File: config.mk
export PLATFORM = sky130hd
export DESIGN_NAME = fft_output_streamer
export DESIGN_NICKNAME = d
export VERILOG_FILES = /design/src/rtl/fft_output_streamer.sv
export SDC_FILE = /design/constraint.sdc
export NUM_CORES = 2
export LEC_CHECK = 0
export ABC_AREA = 1
export BUFFER_PORTS_ARGS = -buffer_cell sky130_fd_sc_hd__buf_2
export CAP_MARGIN = 20
export CELL_PAD_IN_SITES_DETAIL_PLACEMENT = 1
export CELL_PAD_IN_SITES_GLOBAL_PLACEMENT = 2
export CORE_AREA = 2 2 611 613
export CTS_CLUSTER_SIZE = 10
export DETAILED_ROUTE_END_ITERATION = 10
export DIE_AREA = 0 0 613 615
export HOLD_SLACK_MARGIN = 0.12
export PLACE_DENSITY_LB_ADDON = 0.1
export SYNTH_ARGS = -nofsm -noshare
export SYNTH_HDL_FRONTEND = slang
export SYNTH_SLANG_ARGS = --single-unit
File: constraint.sdc
create_clock -name clk -period 58.7 [get_ports clk]
set_input_delay 2.935 -clock clk [delete_from_list [all_inputs] [get_ports clk]]
set_output_delay 2.935 -clock clk [all_outputs]
set_load 0.03 [all_outputs]
File: src/rtl/fft_output_streamer.sv
// fft_output_streamer: captures one 16-bin FFT frame from the stage-2 flat
// buses and streams it out one bin per beat over valid/ready. Each component
// is arithmetically shifted right by SHIFT and saturated to OUTW bits.
// Optional feature macro: FFT_OUT_BITREV_EN (beat k reads position bitrev4(k)).
module fft_output_streamer #(
    parameter int unsigned N     = 16,
    parameter int unsigned OUTW2 = 48,
    parameter int unsigned OUTW  = 16,
    parameter int unsigned SHIFT = 0
) (
    input  logic                 clk,
    input  logic                 rst,
    input  logic [N*OUTW2-1:0]   yr_stage2_flat,
    input  logic [N*OUTW2-1:0]   yi_stage2_flat,
    input  logic                 frame_valid,
    output logic                 frame_ready,
    output logic                 out_valid,
    input  logic                 out_ready,
    output logic [OUTW-1:0]      out_re,
    output logic [OUTW-1:0]      out_im,
    output logic [3:0]           out_idx,
    output logic                 out_last,
    output logic                 sat_flag,
    output logic                 frame_drop
);

    localparam int unsigned IDXW = 4;
    localparam logic [IDXW-1:0] LAST_IDX = IDXW'(N - 1);
    localparam logic signed [OUTW2-1:0] SAT_MAX = OUTW2'((64'(1) << (OUTW - 1)) - 64'(1));
    localparam logic signed [OUTW2-1:0] SAT_MIN = ~SAT_MAX;

    typedef enum logic {IDLE, STREAM} state_t;

    state_t                   state_q, state_d;
    logic [IDXW-1:0]          cnt_d;
    logic                     capture;
    logic                     load;
    logic signed [OUTW2-1:0]  src_re, src_im;
    logic [OUTW:0]            re_s, im_s;
    logic                     valid_d, last_d, ready_d, sat_d, drop_d;
    logic [OUTW-1:0]          re_d, im_d;

    logic signed [OUTW2-1:0]  re_mem [N];
    logic signed [OUTW2-1:0]  im_mem [N];

    // Array position read for beat k.
    function automatic logic [IDXW-1:0] sel(input logic [IDXW-1:0] k);
`ifdef FFT_OUT_BITREV_EN
        return {k[0], k[1], k[2], k[3]};
`else
        return k;
`endif
    endfunction

    // Shift then saturate; MSB of the result flags a clamp.
    function automatic logic [OUTW:0] sat_shift(input logic signed [OUTW2-1:0] y);
        logic signed [OUTW2-1:0] t;
        t = y >>> SHIFT;
        if (t > SAT_MAX)      return {1'b1, SAT_MAX[OUTW-1:0]};
        else if (t < SAT_MIN) return {1'b1, SAT_MIN[OUTW-1:0]};
        else                  return {1'b0, t[OUTW-1:0]};
    endfunction

    // Frame capture: the whole frame is latched on the accept edge.
    always_ff @(posedge clk) begin
        if (capture) begin
            for (int k = 0; k < int'(N); k++) begin
                re_mem[k] <= yr_stage2_flat[k*OUTW2 +: OUTW2];
                im_mem[k] <= yi_stage2_flat[k*OUTW2 +: OUTW2];
            end
        end
    end

    // Next-state and next-output logic.
    always_comb begin
        state_d = state_q;
        cnt_d   = out_idx;
        valid_d = out_valid;
        capture = 1'b0;
        load    = 1'b0;
        drop_d  = 1'b0;
        sat_d   = sat_flag;
        src_re  = re_mem[sel(IDXW'(out_idx + 4'd1))];
        src_im  = im_mem[sel(IDXW'(out_idx + 4'd1))];

        case (state_q)
            IDLE: begin
                if (frame_valid) begin
                    capture = 1'b1;
                    load    = 1'b1;
                    state_d = STREAM;
                    cnt_d   = '0;
                    valid_d = 1'b1;
                    sat_d   = 1'b0;
                    // Bin 0 comes straight off the bus since the array is loading now.
                    src_re  = yr_stage2_flat[sel(IDXW'(0))*OUTW2 +: OUTW2];
                    src_im  = yi_stage2_flat[sel(IDXW'(0))*OUTW2 +: OUTW2];
                end
            end
            STREAM: begin
                drop_d = frame_valid;
                if (out_valid && out_ready) begin
                    if (out_idx == LAST_IDX) begin
                        state_d = IDLE;
                        valid_d = 1'b0;
                        cnt_d   = '0;
                    end else begin
                        load  = 1'b1;
                        cnt_d = IDXW'(out_idx + 4'd1);
                    end
                end
            end
            default: state_d = IDLE;
        endcase

        re_s    = sat_shift(src_re);
        im_s    = sat_shift(src_im);
        re_d    = load ? re_s[OUTW-1:0] : out_re;
        im_d    = load ? im_s[OUTW-1:0] : out_im;
        sat_d   = sat_d | (load & (re_s[OUTW] | im_s[OUTW]));
        last_d  = valid_d && (cnt_d == LAST_IDX);
        ready_d = (state_d == IDLE);
    end

    // State and registered outputs with synchronous active-low reset.
    always_ff @(posedge clk) begin
        if (!rst) begin
            state_q     <= IDLE;
            out_idx     <= '0;
            frame_ready <= 1'b1;
            out_valid   <= 1'b0;
            out_re      <= '0;
            out_im      <= '0;
            out_last    <= 1'b0;
            sat_flag    <= 1'b0;
            frame_drop  <= 1'b0;
        end else begin
            state_q     <= state_d;
            out_idx     <= cnt_d;
            frame_ready <= ready_d;
            out_valid   <= valid_d;
            out_re      <= re_d;
            out_im      <= im_d;
            out_last    <= last_d;
            sat_flag    <= sat_d;
            frame_drop  <= drop_d;
        end
    end

endmodule

# --- Word-level counts from Yosys, hierarchy flattened ---
# Memory sizes are Yosys's and may differ from the RTL's.
# Cells that the tools add are included.
totals:
  register_bits: 42
  mem_bits_rw: 1536
  inputBits: 1540
  word_cells: 53
  n_memories: 2
op_classes:
  add_sub_neg: 1
  magnitude_cmp: 4
  eq_ne: 2
  muxes: 27
  n_bitwise: 5
  n_reduce_logical: 3
memory_table:
  columns: ["memory", "depth", "word_bits", "rd", "rd_ports_with_merged_regs", "write_ports", "line_no", "rtl"]
  rows:
  - ["im_mem", 16, 48, 1, 0, 16, "44", "logic signed [OUTW2-1:0] im_mem [N];"]
  - ["re_mem", 16, 48, 1, 0, 16, "43", "logic signed [OUTW2-1:0] re_mem [N];"]
ops:
  columns: ["cell", "n"]
  rows:
  - ["2-to-1 mux 48 bit", 4]
  - ["greater-than comparator 48 x 16 -> 1 bit (second input constant)", 2]
  - ["less-than comparator 48 x 16 -> 1 bit (second input constant)", 2]
  - ["2-to-1 mux 17 bit", 4]
  - ["2-to-1 mux 1 bit", 12]
  - ["2-to-1 mux 4 bit", 3]
  - ["== test 4 bit (second input constant)", 2]
  - ["case mux 4 bit (2 select lines)", 1]
  - ["case mux 1 bit (2 select lines)", 3]
  - ["adder 4 x 1 -> 4 bit (second input constant)", 1]
  - ["logical AND 1 bit", 2]
  - ["inverter 1 bit", 2]
  - ["OR 1 bit", 2]
  - ["AND reduction 2 bit", 1]
  - ["bitwise AND 1 bit", 1]

# --- Longest topological paths before layout ---
# An unclocked memory read counts as a cell.
depth:
  ltp_word: 10
  depth_mapped: 21

# --- Worst setup path after synthesis ---
# Ideal clock, no wire load.
synth_timing:
  kind: "in2reg"
  startpoint: "input port frame_valid"
  endpoint: "register out_re[10]"
  setup_time_ps: 122
  t_arrival_ps: 50684
  path_slack_ps: 7894
  path_stages: 6
  path_cell_list: "inv_1 > nor2_2 > nor2_1 > a21oi_4 > buf_6 > a21oi_2"
synth_between:
  elab_chain_len: 5
synth_rtl:
  columns: ["item", "line_no", "rtl"]
  rows:
  - ["start, declared", "15", "input logic frame_valid,"]
  - ["2-to-1 mux 48 bit", "88", "if (frame_valid) begin"]
  - ["2-to-1 mux 48 bit", "86", "case (state_q)"]
  - ["less-than comparator 48 x 16 -> 1 bit", "60", "else if (t < SAT_MIN) return {1'b1, SAT_MIN[OUTW-1:0]};"]
  - ["2-to-1 mux 17 bit", "60", null]
  - ["2-to-1 mux 17 bit", "59", "if (t > SAT_MAX) return {1'b1, SAT_MAX[OUTW-1:0]};"]
  - ["end signal, assigned", "142", "out_re <= re_d;"]
  - ["end, declared", "19", "output logic [OUTW-1:0] out_re,"]
# Several ways; a longest one is shown, not always the timed one.
# A chain may end at the register's enable or synchronous reset.

==> results.txt <==
The largest net degree at the start of global routing is 144. The worst slack on hold paths came out at 0.478 ns. The final critical path time including I/O delays and setup is 7.50 ns. The remaining global-route overflow is 0.

The all-layer global routing usage came out at 19.0%. The kind of start point of the critical path is an input port. The synthesized instance count is 5209. The insertion delay of the later-clocked pin in the worst-skew pair came out at 0.91 ns. The number of buffers added by the clock tree synthesis step came out at 210. In this design, the critical path's most frequently occurring cell is sky130_fd_sc_hd__buf_4. Between clock sinks in the finished design, the worst skew comes to 0.0827 ns. The number of setup buffers added after CTS came out at 0. The die width came out at 613 µm.

The setup slack after placement came out at 50.19 ns. Counting the fill cells in the layout gives 41900. The part of the cycle the worst path needs is 12.8%. The clock-pin slew on the worst setup and hold paths is 0.06 ns. The number of max-cap violations is 0. The most frequently used flop master after synthesis is sky130_fd_sc_hd__edfxtp_1. The signed area change from the synthesized netlist to the final layout is 31.2%. The critical path goes through buf_2 > inv_1 > nor2_4 > buf_4 > buf_4 > buf_4 > buf_4 > buf_4 > buf_4. The maximum vdd ir drop is 0.0250 mV.

The initial antenna violation count came to 556. The count of endpoints failing setup in the final report is 0. The count of final hold-check violations was 0. Setup repair after global routing left no endpoint under its margin.

In the layout the commonest cells are 1580 x sky130_fd_sc_hd__buf_2, 1536 x sky130_fd_sc_hd__edfxtp_1, 1361 x sky130_fd_sc_hd__nand2_1. Yosys mapped a number of flops with a built-in enable equal to 1536. The sequential-to-total area share from yosys stat is 73.9%. At the pin with the least slew margin, the transition time is 1.08 ns. The total number of vias came out at 50300. The area share of the largest cell type after synthesis came out at 72.6%.

The die covers 0.377 mm². The endpoint arrival time on the critical path is 8.00 ns. The initial cell density of the core is 17.1%.

The share of flip-flops with an asynchronous set or reset came out at 0%. The slowest stage of the critical path belongs to the cell sky130_fd_sc_hd__buf_4. The die extent in y is 615 µm. Dividing the synthesized area by the synthesized cell count gives 12.2 µm².

The HPWL reported at the end of detailed placement is 280 mm. The number of global-route vias before repair is 51600. The remaining number of nets flagged by the antenna check after routing is 0. The DRC violation total after the first TritonRoute iteration is 3835. The worst hold path class is reg2reg.

The TritonCTS clock tree is built. The total of cells resized after clock tree synthesis is 0. After synthesis, the cell types taking the most area are sky130_fd_sc_hd__edfxtp_1 73%, sky130_fd_sc_hd__nand2_1 8.0%, sky130_fd_sc_hd__nand3_1 6.5%. Dividing the detail-routed via count by the number of cells gives 4.19. The longest individual stage delay on the worst path is 0.81 ns.

The final-stage net count is 8288. In this run the static leakage power is 31.4 nW. The run finished with clean final reports. The first-pass iteration count of the detailed router is 5. In this run the power density over the cells is 33.0 mW/mm². The congestion estimate from routability-driven global placement came to 0.801.

The area of the multi-input gates is 0.0148 mm². The H-tree depth reported by CTS is 4. The placement row count came out at 224. The CTS sink count is 1578. The global-route wire length before repair came out at 484 mm. The cell type with the highest aggregate area in the netlist is sky130_fd_sc_hd__edfxtp_1. The total count of max-transition violations in the final report is 0.

Summed over all failing endpoints, the final setup total negative slack is 0 ns. The number of register bits inferred by synthesis is 1578. For this design, the CTS-stage hold fixing added 0 buffers. The average wire per standard cell came out at 30.9 µm. STA classifies the critical path endpoint as a flop. The post-synthesis cell area came out at 0.0635 mm². Together, buffers and inverters on the worst path number 8. The library cell used most frequently in the layout, excluding fill and tap cells, is sky130_fd_sc_hd__buf_2. The share of the core filled with cells in the final layout is 22.5%. The cell sitting at the root of the clock tree is a sky130_fd_sc_hd__clkbuf_16. 1581 I/O pins were placed. The post-synthesis net count is 6750. The largest fanout of any net on the critical path is 66. The maximum clock frequency came out at 0.133 GHz.

The share of layout cells above drive strength 1 came out at 29.1%. The final worst-path setup slack is 51.20 ns. The required time of the critical path is 59.20 ns. The longest clock path from root to sink contains 4 buffers.

Synthesis instantiated 36 different standard cells from the library. The number of remaining DRC errors came out at 0. In this design, the largest share of critical-path delay is due to buffers and inverters. Yosys printed 0 warnings. The placeable core area came out at 0.371 mm². The final wirelength is 370 mm. The number of input and output port buffers inserted is 1580.

The flip-flop and latch area is 0.0470 mm². The worst-case headroom to the max-slew limit is 27.9%. The worst setup path is of the in2reg kind.
## logic make-up after synthesis
| kind of cell | Yosys count | synth area share [%] |
|---|---|---|
| compound gates | 632 | 5.83 |
| xor+xnor | 1 | 0.0256 |
| fa+ha+maj | 1 | 0.0197 |
| buf+inv | 370 | 2.89 |
| flops | 1578 | 73.9 |
| simple gates | 2627 | 17.3 |
## cells in the mapped netlist (26+ instances only)
cell,n
sky130_fd_sc_hd__o21ai_0,348
sky130_fd_sc_hd__o221ai_1,35
sky130_fd_sc_hd__nand2_1,1361
sky130_fd_sc_hd__o21ai_1,26
sky130_fd_sc_hd__or2_2,27
sky130_fd_sc_hd__dfxtp_1,42
sky130_fd_sc_hd__edfxtp_1,1536
sky130_fd_sc_hd__o22ai_1,121
sky130_fd_sc_hd__buf_2,150
sky130_fd_sc_hd__clkbuf_1,132
sky130_fd_sc_hd__nand3_1,828
sky130_fd_sc_hd__a21oi_1,39
sky130_fd_sc_hd__buf_4,31
sky130_fd_sc_hd__nor2_1,401
## worst paths after layout
kind | depth (start not counted) | slack (ns) | start | to
hold / removal | 2 | 0.48 | sat_flag | sat_flag
setup reg to reg | 17 | 52.56 | out_idx[0] | out_im[13]
setup / recovery | 9 | 51.20 | frame_valid | re_mem[13][29]
hold reg to reg | 2 | 0.48 | sat_flag | sat_flag
## final cells by class
class / instances / share of cell area, %
Clock inverter: 83 / 0.662
Inverter: 20 / 0.126
Antenna cell: 128 / 0.384
Tap cell: 4972 / 7.46
Multi-Input combinational cell: 3261 / 17.7
Timing Repair Buffer: 1676 / 10.5
Sequential cell: 1578 / 56.3
Clock buffer: 281 / 6.84
## report_power, final
part | internal (mW) | leakage [nW] | switching, mW
Clock | 0.690 | 3.07 | 0.532
Combinational | 0.0656 | 13.4 | 0.134
Sequential | 1.31 | 15.0 | 0.0176
## routing by layer
metal	global-route usage, %	vias to the layer above	wire length [µm]
li1	-	22000	-
met1	22.4	24900	147000
met2	34.1	2103	186000
met3	4.59	1079	23700
met4	4.99	168	12000
met5	0	-	1060
## flip-flops by register name (all words and copies together) (netlist names)
register     flops
im_mem         768
state_q          1
out_valid        1
frame_drop       1
out_idx          4
frame_ready      1
out_last         1
out_re          16
re_mem         768
sat_flag         1
out_im          16
## worst min-delay path: cells and delay by family, from the launching register on
family / cells / cell delay, ns
DFF: 1 / 0.31
and+or+nand+nor: 1 / 0.06
AOI/OAI and AO/OA: 1 / 0.06
## stage by stage
stage	area [µm²]	instances	power, mW
floorplan	63500	5209	1.52
global placement	76800	11500	1.56
finish	83400	12000	2.75
CTS	83100	11900	2.81
global route	83200	11900	2.86
detailed placement	76800	11500	1.56
(Power assumes the default switching activity.)
